**config.mk**
```make
export PLATFORM = sky130hd
export DESIGN_NAME = fg_prog_sequencer
export DESIGN_NICKNAME = d
export VERILOG_FILES = /design/src/rtl/fg_prog_sequencer.sv
export SDC_FILE = /design/constraint.sdc
export NUM_CORES = 1
export LEC_CHECK = 0
export BUFFER_PORTS_ARGS = -buffer_cell sky130_fd_sc_hd__buf_2
export CAP_MARGIN = 20
export CORE_MARGIN = 2
export CORE_UTILIZATION = 57
export DETAILED_ROUTE_END_ITERATION = 12
export HOLD_SLACK_MARGIN = 0.02
export PLACE_DENSITY = 0.81
export SLEW_MARGIN = 20
export SYNTH_ARGS = -nofsm -noshare
export SYNTH_HDL_FRONTEND = slang
export SYNTH_SLANG_ARGS = --single-unit
```
**constraint.sdc**
```tcl
create_clock -name clk -period 3.75 [get_ports clk]
set_clock_uncertainty 0.15 [all_clocks]
set_input_delay 0.5625 -clock clk [delete_from_list [all_inputs] [get_ports clk]]
set_output_delay 0.5625 -clock clk [all_outputs]
set_load 0.01 [all_outputs]
```
**src/rtl/fg_prog_sequencer.sv**
```systemverilog
// ---------------------------------------------------------------------------
// fg_prog_sequencer
//
// Sequences floating-gate programming of one island's switch matrices and
// CAB devices. Commands arrive over a valid/ready handshake. The block drives
// the programming mux:
//   - island/row/column decoder addresses
//   - drain-cutoff prog/run switches, with break-before-make ordering
//   - drain select
//   - injection pulse
//   - tunnelling enable
// Pulse widths are counted in clock cycles.
//
// Optional feature: define FG_PROG_ABORT_EN to add the 'abort' input. Abort
// ends an active SETUP/PULSE/GAP/TUN phase early and reports done+err
// together.
//
// Ports
//   clk, rst_n        : clock, asynchronous active-low reset
//   cmd_valid/ready   : command handshake
//   cmd_op            : 00 INJECT, 01 TUNNEL, 10 RUN_MODE, 11 PROG_MODE
//   cmd_island/row/col: target island / vertical / horizontal address
//   cmd_width         : pulse length in cycles
//   cmd_reps          : INJECT pulse count
//   abort             : (FG_PROG_ABORT_EN only) early termination request
//   isl_sel, row_addr, col_addr, dec_en : decoder drive
//   prog, run         : drain-cutoff switches
//   drain_sel         : drain select to programming drain
//   vinj_pulse        : injection pulse
//   vtun_en           : tunnelling enable
//   busy              : FSM not in IDLE
//   done              : one-cycle completion pulse
//   err               : one-cycle reject/abort pulse
// All outputs are registered.
// ---------------------------------------------------------------------------
module fg_prog_sequencer #(
    parameter int ISL_BITS   = 2,
    parameter int ROW_BITS   = 6,
    parameter int COL_BITS   = 6,
    parameter int NUM_ROWS   = 12,
    parameter int NUM_COLS   = 26,
    parameter int PW_BITS    = 16,
    parameter int SETTLE_CYC = 4
) (
    input  logic                clk,
    input  logic                rst_n,
    input  logic                cmd_valid,
    output logic                cmd_ready,
    input  logic [1:0]          cmd_op,
    input  logic [ISL_BITS-1:0] cmd_island,
    input  logic [ROW_BITS-1:0] cmd_row,
    input  logic [COL_BITS-1:0] cmd_col,
    input  logic [PW_BITS-1:0]  cmd_width,
    input  logic [7:0]          cmd_reps,
`ifdef FG_PROG_ABORT_EN
    input  logic                abort,
`endif
    output logic [ISL_BITS-1:0] isl_sel,
    output logic [ROW_BITS-1:0] row_addr,
    output logic [COL_BITS-1:0] col_addr,
    output logic                dec_en,
    output logic                prog,
    output logic                run,
    output logic                drain_sel,
    output logic                vinj_pulse,
    output logic                vtun_en,
    output logic                busy,
    output logic                done,
    output logic                err
);

    typedef enum logic [3:0] {
        ST_IDLE     = 4'd0,
        ST_CHECK    = 4'd1,
        ST_SETUP    = 4'd2,
        ST_PULSE    = 4'd3,
        ST_GAP      = 4'd4,
        ST_TUN      = 4'd5,
        ST_MODE_BRK = 4'd6,
        ST_MODE_MK  = 4'd7,
        ST_DONE     = 4'd8
    } state_t;

    localparam logic [1:0] OP_INJECT = 2'b00;
    localparam logic [1:0] OP_TUNNEL = 2'b01;

    // Counter reload for settle phases; SETTLE_CYC must fit in PW_BITS.
    localparam logic [PW_BITS-1:0]  SETTLE_M1 = PW_BITS'(SETTLE_CYC - 1);
    // One extra bit so a limit equal to 2^BITS still compares correctly.
    localparam logic [ROW_BITS:0]   ROW_LIM   = (ROW_BITS + 1)'(NUM_ROWS);
    localparam logic [COL_BITS:0]   COL_LIM   = (COL_BITS + 1)'(NUM_COLS);

    state_t                state_q, state_d;
    logic [PW_BITS-1:0]    cnt_q, cnt_d;
    logic [7:0]            rep_q, rep_d;
    logic                  mode_q, mode_d;        // 1 = PROG, 0 = RUN
    logic                  aborted_q, aborted_d;

    // Latched command
    logic [1:0]            c_op_q, c_op_d;
    logic [ISL_BITS-1:0]   c_isl_q, c_isl_d;
    logic [ROW_BITS-1:0]   c_row_q, c_row_d;
    logic [COL_BITS-1:0]   c_col_q, c_col_d;
    logic [PW_BITS-1:0]    c_width_q, c_width_d;
    logic [7:0]            c_reps_q, c_reps_d;

    // Output registers
    logic                  cmd_ready_q, cmd_ready_d;
    logic [ISL_BITS-1:0]   isl_sel_q, isl_sel_d;
    logic [ROW_BITS-1:0]   row_addr_q, row_addr_d;
    logic [COL_BITS-1:0]   col_addr_q, col_addr_d;
    logic                  dec_en_q, dec_en_d;
    logic                  prog_q, prog_d;
    logic                  run_q, run_d;
    logic                  drain_sel_q, drain_sel_d;
    logic                  vinj_q, vinj_d;
    logic                  vtun_q, vtun_d;
    logic                  busy_q, busy_d;
    logic                  done_q, done_d;
    logic                  err_q, err_d;

    logic                  abort_s;
    logic                  reject_s;
    logic                  want_prog_s;

`ifdef FG_PROG_ABORT_EN
    assign abort_s = abort;
`else
    assign abort_s = 1'b0;
`endif

    // Legality check of the latched command, evaluated while in CHECK.
    always_comb begin
        reject_s = 1'b0;
        if (c_op_q == OP_INJECT) begin
            reject_s = ({1'b0, c_row_q} >= ROW_LIM) || ({1'b0, c_col_q} >= COL_LIM) ||
                       (c_reps_q == 8'd0) || (c_width_q == '0) || !mode_q;
        end else if (c_op_q == OP_TUNNEL) begin
            reject_s = (c_width_q == '0) || !mode_q;
        end else begin
            reject_s = 1'b0;
        end
    end

    // Mode commands carry the target mode in op bit 0 (11 = PROG_MODE).
    assign want_prog_s = c_op_q[0];

    // Next-state, counters, command latch and mode flag.
    always_comb begin
        state_d   = state_q;
        cnt_d     = cnt_q;
        rep_d     = rep_q;
        mode_d    = mode_q;
        aborted_d = aborted_q;
        c_op_d    = c_op_q;
        c_isl_d   = c_isl_q;
        c_row_d   = c_row_q;
        c_col_d   = c_col_q;
        c_width_d = c_width_q;
        c_reps_d  = c_reps_q;
        err_d     = 1'b0;

        case (state_q)
            ST_IDLE: begin
                // cmd_ready is high whenever the FSM sits in IDLE.
                if (cmd_valid) begin
                    c_op_d    = cmd_op;
                    c_isl_d   = cmd_island;
                    c_row_d   = cmd_row;
                    c_col_d   = cmd_col;
                    c_width_d = cmd_width;
                    c_reps_d  = cmd_reps;
                    state_d   = ST_CHECK;
                end else begin
                    state_d   = ST_IDLE;
                end
            end
            ST_CHECK: begin
                if (reject_s) begin
                    err_d   = 1'b1;
                    state_d = ST_IDLE;
                end else if (c_op_q == OP_INJECT) begin
                    cnt_d   = SETTLE_M1;
                    rep_d   = c_reps_q;
                    state_d = ST_SETUP;
                end else if (c_op_q == OP_TUNNEL) begin
                    cnt_d   = c_width_q - 1'b1;
                    state_d = ST_TUN;
                end else if (want_prog_s == mode_q) begin
                    state_d = ST_DONE;
                end else begin
                    cnt_d   = SETTLE_M1;
                    state_d = ST_MODE_BRK;
                end
            end
            ST_SETUP: begin
                if (abort_s) begin
                    aborted_d = 1'b1;
                    state_d   = ST_DONE;
                end else if (cnt_q == '0) begin
                    cnt_d   = c_width_q - 1'b1;
                    state_d = ST_PULSE;
                end else begin
                    cnt_d   = cnt_q - 1'b1;
                end
            end
            ST_PULSE: begin
                if (abort_s) begin
                    aborted_d = 1'b1;
                    state_d   = ST_DONE;
                end else if (cnt_q == '0) begin
                    cnt_d   = SETTLE_M1;
                    state_d = ST_GAP;
                end else begin
                    cnt_d   = cnt_q - 1'b1;
                end
            end
            ST_GAP: begin
                // Every pulse, including the last, is followed by a full gap.
                if (abort_s) begin
                    aborted_d = 1'b1;
                    state_d   = ST_DONE;
                end else if (cnt_q != '0) begin
                    cnt_d   = cnt_q - 1'b1;
                end else if (rep_q == 8'd1) begin
                    state_d = ST_DONE;
                end else begin
                    rep_d   = rep_q - 8'd1;
                    cnt_d   = c_width_q - 1'b1;
                    state_d = ST_PULSE;
                end
            end
            ST_TUN: begin
                if (abort_s) begin
                    aborted_d = 1'b1;
                    state_d   = ST_DONE;
                end else if (cnt_q == '0) begin
                    state_d = ST_DONE;
                end else begin
                    cnt_d   = cnt_q - 1'b1;
                end
            end
            ST_MODE_BRK: begin
                if (cnt_q == '0) begin
                    mode_d  = want_prog_s;
                    state_d = ST_MODE_MK;
                end else begin
                    cnt_d   = cnt_q - 1'b1;
                end
            end
            ST_MODE_MK: begin
                state_d = ST_DONE;
            end
            ST_DONE: begin
                aborted_d = 1'b0;
                state_d   = ST_IDLE;
            end
            default: begin
                state_d = ST_IDLE;
            end
        endcase
    end

    // Output values for the state being entered, so registered outputs line
    // up with the state they belong to.
    always_comb begin
        isl_sel_d   = '0;
        row_addr_d  = '0;
        col_addr_d  = '0;
        dec_en_d    = 1'b0;
        drain_sel_d = 1'b0;
        vinj_d      = 1'b0;
        vtun_d      = 1'b0;

        case (state_d)
            ST_SETUP, ST_GAP: begin
                isl_sel_d  = c_isl_q;
                row_addr_d = c_row_q;
                col_addr_d = c_col_q;
                dec_en_d   = 1'b1;
            end
            ST_PULSE: begin
                isl_sel_d   = c_isl_q;
                row_addr_d  = c_row_q;
                col_addr_d  = c_col_q;
                dec_en_d    = 1'b1;
                drain_sel_d = 1'b1;
                vinj_d      = 1'b1;
            end
            ST_TUN: begin
                // Tunnelling targets a whole island: island select only.
                isl_sel_d = c_isl_q;
                vtun_d    = 1'b1;
            end
            default: begin
                isl_sel_d = '0;
            end
        endcase

        // Both drain-cutoff switches open during the break phase.
        if (state_d == ST_MODE_BRK) begin
            prog_d = 1'b0;
            run_d  = 1'b0;
        end else begin
            prog_d = mode_d;
            run_d  = !mode_d;
        end

        cmd_ready_d = (state_d == ST_IDLE);
        busy_d      = (state_d != ST_IDLE);
        done_d      = (state_d == ST_DONE);
    end

    // State, counters, command latch and mode flag.
    always_ff @(posedge clk or negedge rst_n) begin
        if (!rst_n) begin
            state_q   <= ST_IDLE;
            cnt_q     <= '0;
            rep_q     <= 8'd0;
            mode_q    <= 1'b0;
            aborted_q <= 1'b0;
            c_op_q    <= 2'b00;
            c_isl_q   <= '0;
            c_row_q   <= '0;
            c_col_q   <= '0;
            c_width_q <= '0;
            c_reps_q  <= 8'd0;
        end else begin
            state_q   <= state_d;
            cnt_q     <= cnt_d;
            rep_q     <= rep_d;
            mode_q    <= mode_d;
            aborted_q <= aborted_d;
            c_op_q    <= c_op_d;
            c_isl_q   <= c_isl_d;
            c_row_q   <= c_row_d;
            c_col_q   <= c_col_d;
            c_width_q <= c_width_d;
            c_reps_q  <= c_reps_d;
        end
    end

    // Registered outputs; reset drops pulses immediately and selects run.
    always_ff @(posedge clk or negedge rst_n) begin
        if (!rst_n) begin
            cmd_ready_q <= 1'b1;
            isl_sel_q   <= '0;
            row_addr_q  <= '0;
            col_addr_q  <= '0;
            dec_en_q    <= 1'b0;
            prog_q      <= 1'b0;
            run_q       <= 1'b1;
            drain_sel_q <= 1'b0;
            vinj_q      <= 1'b0;
            vtun_q      <= 1'b0;
            busy_q      <= 1'b0;
            done_q      <= 1'b0;
            err_q       <= 1'b0;
        end else begin
            cmd_ready_q <= cmd_ready_d;
            isl_sel_q   <= isl_sel_d;
            row_addr_q  <= row_addr_d;
            col_addr_q  <= col_addr_d;
            dec_en_q    <= dec_en_d;
            prog_q      <= prog_d;
            run_q       <= run_d;
            drain_sel_q <= drain_sel_d;
            vinj_q      <= vinj_d;
            vtun_q      <= vtun_d;
            busy_q      <= busy_d;
            done_q      <= done_d;
            // An aborted run reports err alongside done.
            err_q       <= err_d || ((state_d == ST_DONE) && aborted_d);
        end
    end

    assign cmd_ready  = cmd_ready_q;
    assign isl_sel    = isl_sel_q;
    assign row_addr   = row_addr_q;
    assign col_addr   = col_addr_q;
    assign dec_en     = dec_en_q;
    assign prog       = prog_q;
    assign run        = run_q;
    assign drain_sel  = drain_sel_q;
    assign vinj_pulse = vinj_q;
    assign vtun_en    = vtun_q;
    assign busy       = busy_q;
    assign done       = done_q;
    assign err        = err_q;

endmodule

```
# Word level (Yosys, flattened, before mapping)

Index checks and enable logic that the tools add are counted.

$add $sub $neg: 3
Magnitude comparators: 2
Equal/unequal tests: 24
Multiplexer cells: 42
Reduce and logical (&&, ||, !) cells: 25

Operator list:

| operator                                                               | number |
|---|---|
| 16-bit two-way mux                                                     | 9 |
| 16-bit case mux with 5 select lines                                    | 1 |
| 4-bit two-way mux                                                      | 10 |
| 16-bit logical NOT                                                     | 2 |
| 8-bit two-way mux                                                      | 4 |
| 4-bit case mux with 8 select lines                                     | 1 |
| 16-bit by 1-bit subtractor with 16-bit output (second input constant)  | 2 |
| 4-bit by 3-bit equality test with 1-bit output (second input constant) | 7 |
| 4-bit by 2-bit equality test with 1-bit output (second input constant) | 4 |
| 8-bit case mux with 2 select lines                                     | 1 |
| 16-bit nonzero test                                                    | 1 |
| 1-bit two-way mux                                                      | 13 |
| 6-bit two-way mux                                                      | 2 |
| 2-bit inequality test (second input constant)                          | 5 |
| 5-bit AND reduction                                                    | 2 |
| 4-bit equality test (second input constant)                            | 2 |
| 8-bit by 1-bit equality test with 1-bit output (second input constant) | 1 |
| 4-bit logical NOT                                                      | 2 |
| 8-bit logical NOT                                                      | 1 |
| 8-bit by 1-bit subtractor with 8-bit output (second input constant)    | 1 |
| 6-bit by 4-bit >= comparator with 1-bit output (second input constant) | 1 |
| 6-bit by 5-bit >= comparator with 1-bit output (second input constant) | 1 |
| 1-bit logical OR                                                       | 6 |
| 5-bit nonzero test                                                     | 1 |
| 15 further kinds                                                       | 16 |

Flip-flop bits (word level): 93
Input bits: 43
Output and inout bits: 24
Logic and storage cells: 119

# Depth between registers and ports, before layout

Gate-level depths: netlist of the first run.

Depth in word-level cells: 11
Depth in mapped cells: 11
Depth with buffers taken out: 9

# Least setup slack after synthesis of the first run

No wires, ideal clock.

Path kind: register to register
Start point: register cnt_q[0]
End point: register busy_q, in the netlist busy
Library setup time: 0.139 ns
Arrival: 2.331 ns
Required time: 3.461 ns
Setup slack: 1.130 ns
Stages on the path, launching flop included: 9
Path buffers: 0
Clock period less this slack: 2.620 ns
Path through: dfrtp_1 -> inv_1 -> ha_1 -> nor4b_1 -> nand4_2 -> and3_4 -> a2111oi_4 -> inv_2 -> or4_4

Cells in the longest elaborated chain, start to end: 4
Elaborated cells between the ends (all ways): 9
Classes of those cells: mux: 6; reduce/logical: 3

Ends and longest elaborated chain:

| what                                                      | line | RTL |
|---|---|---|
| start, declared                                           | 94   | `logic [PW_BITS-1:0] cnt_q, cnt_d;` |
| start signal, assigned                                    | 330  | `cnt_q <= cnt_d;` |
| 16-bit logical NOT or 16-bit nonzero test (tied branches) | -    |  |
| 4-bit two-way mux (on tied branches)                      | -    |  |
| 4-bit case mux with 8 select lines (*)                    | 163  | `case (state_q)` |
| via state_d[1]                                            | 93   | `state_t state_q, state_d;` |
| 4-bit nonzero test (*)                                    | 310  | `busy_d = (state_d != ST_IDLE);` |
| via busy_d                                                | 118  | `logic busy_q, busy_d;` |
| end signal, assigned                                      | 370  | `busy_q <= busy_d;` |
| end, declared                                             | 118  |  |

The timed path passes the listed nets; every way through them passes the cells marked *.
A chain may end at the register's enable or synchronous reset.

# Worst setup path in the final report of the first run

Start point: register cnt_q[0]
End point: register isl_sel_q[0], in the netlist isl_sel[0]

Cells in the longest elaborated chain, start to end: 6
Elaborated cells between the ends (all ways): 14
Classes of those cells: eq/ne: 4; mux: 7; reduce/logical: 3

Ends and longest elaborated chain:

| what                                                                                                             | line | RTL |
|---|---|---|
| 16-bit logical NOT or 16-bit nonzero test (tied branches)                                                        | -    |  |
| 4-bit two-way mux (on tied branches)                                                                             | -    |  |
| 4-bit case mux with 8 select lines (*)                                                                           | 163  |  |
| 4-bit by 3-bit equality test with 1-bit output or 4-bit by 2-bit equality test with 1-bit output (tied branches) | 275  | `case (state_d)` |
| 4-bit OR reduction (no line) (*)                                                                                 | -    |  |
| 2-bit two-way mux (*)                                                                                            | 275  |  |
| via isl_sel_d[0]                                                                                                 | 109  | `logic [ISL_BITS-1:0] isl_sel_q, isl_sel_d;` |
| end signal, assigned                                                                                             | 361  | `isl_sel_q <= isl_sel_d;` |
| end, declared                                                                                                    | 109  |  |

Marks and branches as above.

==> flow_metrics.env, run 1 <==
export IMPL_outcome="finished clean"
export IMPL_synth_cell_types=60
export IMPL_use_met2=0.375
export IMPL_post_drt_via_cell_ratio=5.89
export IMPL_start_kind="register"
export IMPL_crit_path_max_incr_delay_ps=540
export IMPL_wl_per_cell_um=15.7
export IMPL_ir_drop_v=0.000337
export IMPL_p_leak_nw=2.27
export IMPL_place_congestion=0.860
export IMPL_synth_cells=473
export IMPL_drc=0
export IMPL_syn_num_nets=521
export IMPL_clock_sinks=93
export IMPL_first_pass_iters=5
export IMPL_max_slew_margin=0.469
export IMPL_fin_setup_tns_ps=0
export IMPL_nets=582
export IMPL_start_util=0.584
export IMPL_dp_hpwl_um=7240
export IMPL_num_antenna_cells=0
export IMPL_die_h_um=95.3
export IMPL_grt_pass1_vias=3623
export IMPL_clkLatencyLatePin_ps=370
export IMPL_drv_cap=0
export IMPL_antenna_found_initial=0
export IMPL_met3_usage=0.0411
export IMPL_drv_slew=0
export IMPL_ys_warn_count=0
export IMPL_cts_buffers=9
export IMPL_r2r_cells=8
export IMPL_tightest_slew_ps=796
export IMPL_crit_chain="inv_1 > ha_1 > nor4b_1 > nand4_2 > and3_4 > a2111oi_4 > o22a_1 > a21boi_1"
export IMPL_rsz0062_at_grt="no"
export IMPL_crit_required_ps=3830
export IMPL_hold_viol_final=0
export IMPL_critical_path_arrival_ps=3070
export IMPL_final_period_utilization=0.797
export IMPL_critPathMaxFanout=15
export IMPL_port_buffers=66
export IMPL_cts_resized=0
export IMPL_drive_above_1_share=0.278
export IMPL_cts_buffer_depth=2
export IMPL_num_io_pins=67
export IMPL_avgSynthCellArea_um2=10.0
export IMPL_fin_crit_ps=2990
export IMPL_vias=3793
export IMPL_syn_area_mm2=0.00475
export IMPL_grt_busiest_layer="met2"
export IMPL_worstSetupEndpointType="register"
export IMPL_setup_violations=0
export IMPL_synthArstFlopShare=1.00
export IMPL_drt_initial_drc_count=353
export IMPL_post_cts_buffers=0
export IMPL_whs_ps=131
export IMPL_cts_root_buf="clkbuf_8"
export IMPL_grt_usage=0.241
export IMPL_overflow=0
export IMPL_cts_tree="built"
export IMPL_clock_fmax_mhz=335
export IMPL_slowest_stage="o22a_1"
export IMPL_synth_edf_count=0
export IMPL_final_antenna_net_count=0
export IMPL_final_common_cell="dfrtp_1"
export IMPL_htreeDepth=3
export IMPL_path_class="reg -> reg"
export IMPL_synth_seq_area_share=0.490
export IMPL_holdBufCountCts=0
export IMPL_path_clk_slew_ps=100
export IMPL_die_area_mm2=0.00908
export IMPL_power_density_mw_per_mm2=690
export IMPL_core_mm2=0.00813
export IMPL_layout_common_cells="91 x dfrtp_1, 65 x buf_2, 52 x nor2_1"
export IMPL_wirelength_um=10100
export IMPL_die_w_um=95.3
export IMPL_rows=33
export IMPL_met1_usage=0.351
export IMPL_syn2layout_area_growth_pct=12.4
export IMPL_grt_max_degree=64
export IMPL_synth_seq_cells=93
export IMPL_grt_pass1_wl_um=17100
export IMPL_hold_class="in -> async"
export IMPL_synthFlopType="dfrtp_1"
[area by class of cell]
cell class	count	area (µm²)
Clock inverter	6	45.0
Tap cell	105	131
Sequential cell	93	2330
Inverter	13	48.8
Multi-Input combinational cell	345	2280
Clock buffer	10	128
Fill cell	625	2790
Timing Repair Buffer	72	378
[synth_stat cells (all sizes together), types with 2 or more instances]
library cell	n	area [µm²]
nor2b	17	106
nand2	29	109
and3	3	23.8
a21boi	2	15.0
o21ai	51	255
o21a	2	15.0
nand3b	2	15.0
a21oi	28	140
and2	5	31.3
o22a	3	26.3
o2111ai	2	17.5
a211oi	3	22.5
ha	5	62.6
nor2	52	195
nor3b	7	57.6
a32o	2	20.0
a2111oi	2	36.3
o31a	4	38.8
o31ai	2	15.0
buf	9	48.8
xnor2	8	70.1
nand4	3	25.0
inv	13	48.8
mux2	41	462
dfrtp	91	2280
dfstp	2	52.6
nor3	14	80.1
a22oi	2	15.0
nor4	10	98.8
a31oi	10	62.6
and4	2	17.5
or2	4	25.0
clkbuf	13	48.8
nand3	11	55.1
or4	2	18.8
xor2	6	52.6
[worst max-delay path, delay by kind of cell (launching register included)]
kind / cells / cell delay [ps]
compound gates: 3 / 1120
simple gates: 3 / 910
buf+inv: 1 / 70
flops: 1 / 420
fa+ha+maj: 1 / 190
[power breakdown]
part           total, W  internal [W]  leakage [nW]  switching (W)
clock network  0.000618      0.000248        0.0914       0.000370
registers       0.00187       0.00144          1.13       0.000430
logic           0.00120      0.000599          1.05       0.000602
[per-layer routing]
metal,routed length [µm],vias to the layer above
li1,-,1823
met1,4580,1849
met2,4930,107
met3,466,14
met4,134,0
met5,0,-
[registers in the layout, indices dropped and copies added (netlist names), 2 cells and up]
name and count:
state_q 4, col_addr 6, c_col_q 6, c_width_q 16
c_isl_q 2, c_row_q 6, row_addr 6, rep_q 8
c_reps_q 8, cnt_q 16, c_op_q 2, isl_sel 2
[logic make-up after synthesis]
family / share of synthesized area
flops: 0.490
xor+xnor: 0.0258
fa+ha+maj: 0.0132
compound gates: 0.156
buf+inv: 0.0308
mux: 0.0972
simple gates: 0.187
[worst paths after layout]
check	startpoint	slack, ps	to
max reg2reg	cnt_q[0]	760	isl_sel[0]
min reg2reg	c_row_q[0]	350	row_addr[0]
min in group clk	cmd_island[1]	270	c_isl_q[1]
min	rst_n	130	state_q[3]
max in group asynchronous	rst_n	2560	run
max	cnt_q[0]	760	isl_sel[0]
[through the flow]
stage | util | instance area [µm²] | setup WS, ps | std cells | total power [W]
after floorplan | - | 4750 | 1130 | 473 | 0.00268
after global placement | 0.635 | 5160 | 898 | 627 | 0.00299
after detailed placement | 0.635 | 5160 | 778 | 627 | 0.00308
after CTS | 0.656 | 5330 | 783 | 643 | 0.00370
after global routing | 0.657 | 5340 | 555 | 644 | 0.00397
final | 0.657 | 5340 | 762 | 644 | 0.00369
(Power assumes the default switching activity.)
==> run 2: changes to the inputs <==
==> constraint.sdc (replaced) <==
create_clock -name clk -period 3 [get_ports clk]
set_clock_uncertainty 0.15 [all_clocks]
set_input_delay 0.45 -clock clk [delete_from_list [all_inputs] [get_ports clk]]
set_output_delay 0.45 -clock clk [all_outputs]
set_load 0.01 [all_outputs]
==> run 2 against run 1 <==
  * Non-clock buffer count is 8 higher
  * Sequential share of layout area is 0.99 points lower
  * Combinational power is 33% higher
  * Via count is 2.3% higher
  * Worst setup slack worse by 590 ps
  * Flip-flop and latch count stayed put
  * Total power is 30% higher
  * Fmax is 5.6% higher
  * Routed wire length is 6.1% higher
  * Clock power is 44% higher
  * Critical endpoint is now busy
==> flow_metrics.env, run 2 (same netlist as run 1, synthesis figures left out) <==
export IMPL_power_density_mw_per_mm2=879
export IMPL_num_antenna_cells=0
export IMPL_clkLatencyLatePin_ps=370
export IMPL_critical_path_arrival_ps=2920
export IMPL_critPathMaxFanout=5
export IMPL_r2r_start="c_width_q[4]"
export IMPL_hold_viol_final=0
export IMPL_cts_root_buf="clkbuf_8"
export IMPL_reg2reg_slack_ps=170
export IMPL_worstSetupEndpointType="register"
export IMPL_cts_tree="built"
export IMPL_overflow=0
export IMPL_path_clk_slew_ps=100
export IMPL_htreeDepth=3
export IMPL_core_mm2=0.00813
export IMPL_die_w_um=95.3
export IMPL_crit_required_ps=3090
export IMPL_fin_crit_ps=2830
export IMPL_p_leak_nw=2.32
export IMPL_clock_fmax_mhz=353
export IMPL_final_antenna_net_count=0
export IMPL_grt_pass1_vias=3719
export IMPL_final_common_cell="dfrtp_1"
export IMPL_dp_hpwl_um=7680
export IMPL_first_pass_iters=5
export IMPL_hold_class="in -> reg"
export IMPL_ir_drop_v=0.000547
export IMPL_die_h_um=95.3
export IMPL_cts_buffers=9
export IMPL_hold_path_depth=2
export IMPL_fillers=619
export IMPL_multi_input_comb_area_mm2=0.00230
export IMPL_layout_common_cells="91 x dfrtp_1, 65 x buf_2, 52 x nor2_1"
export IMPL_min_from="cmd_col[1]"
export IMPL_nets=590
export IMPL_rsz0062_at_grt="no"
export IMPL_grt_max_degree=49
export IMPL_cts_buffer_depth=2
export IMPL_post_cts_buffers=0
export IMPL_setup_violations=0
export IMPL_final_period_utilization=0.943
export IMPL_path_class="reg -> reg"
export IMPL_reg_top3="c_width_q: 16 flops, cnt_q: 16 flops"
export IMPL_port_buffers=66
export IMPL_drv_slew=0
export IMPL_start_util=0.584
export IMPL_antenna_found_initial=0
export IMPL_start_kind="register"
export IMPL_wirelength_um=10700
export IMPL_syn2layout_area_growth_pct=15.0
export IMPL_die_area_mm2=0.00908
export IMPL_timing_rr_end="busy"
export IMPL_r2r_cells=7
export IMPL_max_slew_margin=0.535
export IMPL_num_io_pins=67
export IMPL_rows=33
export IMPL_drc=0
export IMPL_wl_per_cell_um=16.5
export IMPL_grt_pass1_wl_um=17600
export IMPL_final_core_util=0.672
export IMPL_place_congestion=0.881
export IMPL_grt_usage=0.254
export IMPL_post_drt_via_cell_ratio=5.95
export IMPL_vias=3879
export IMPL_seqCellArea_mm2=0.00233
export IMPL_tightest_slew_ps=696
export IMPL_drv_cap=0
export IMPL_fin_setup_tns_ps=0
export IMPL_drive_above_1_share=0.296
export IMPL_clock_sinks=93
export IMPL_drt_initial_drc_count=346
export IMPL_whs_ps=155
export IMPL_min_to="c_col_q[1]"
export IMPL_outcome="finished clean"
run 2: cell type report:
type                    instances  share of cell area
clock buffers                   9              0.0227
clock inverters                 7              0.0165
inverters                      13             0.00893
multi-input cells             345               0.421
flip-flops and latches         93               0.426
well taps                     105              0.0240
repair buffers                 80              0.0806
run 2: how the worst max path moves through the flow:
| stage | from | to | slack (ps) | cells after the start |
|---|---|---|---|---|
| after floorplan | cnt_q[0] | busy | 380 | 8 |
| after global placement | cnt_q[0] | isl_sel[0] | 260 | 9 |
| after detailed placement | cnt_q[0] | isl_sel[0] | 110 | 9 |
| after CTS | c_width_q[8] | isl_sel[0] | 40 | 7 |
| after global routing | c_width_q[2] | busy | 10 | 7 |
| final | c_width_q[4] | busy | 170 | 7 |
run 2: power breakdown:
| part | internal (W) | switching (W) |
|---|---|---|
| logic | 0.000777 | 0.000811 |
| clock network | 0.000404 | 0.000489 |
| registers | 0.00180 | 0.000528 |
| total | 0.00298 | 0.00183 |
run 2: layer usage:
layer / part of all wire / routed length (µm) / track usage
met1: 0.42 / 4510 / 0.335
met2: 0.50 / 5380 / 0.417
met3: 0.057 / 612 / 0.0451
met4: 0.021 / 224 / 0.105
met5: 0 / 0 / 0
run 2: worst max-delay path, cell delays in order, from the launching register on:
cell and delay [ps]:
dfrtp_1 430, nor4_2 430, nand4b_1 330, nor3_1 290
nor3b_1 130, a2111oi_4 330, inv_2 90, or4_4 520
run 2: repair_timing:
| item | CTS | global route |
|---|---|---|
| endpoints found under the setup margin | 1 | 16 |
| resized for setup | 1 | 2 |
| hold buffers | 1 | 0 |
| endpoints found under the hold margin | 45 | 0 |
run 2: metrics by stage:
stage          std cells  setup slack [ps]  cell area [µm²]  total power (W)
3_5_place_dp         635               111             5220          0.00390
3_3_place_gp         635               257             5220          0.00379
2_1_floorplan        473               380             4750          0.00335
6_report             652               171             5470          0.00481
5_1_grt              652              10.0             5470          0.00513
4_1_cts              652              39.1             5450          0.00480
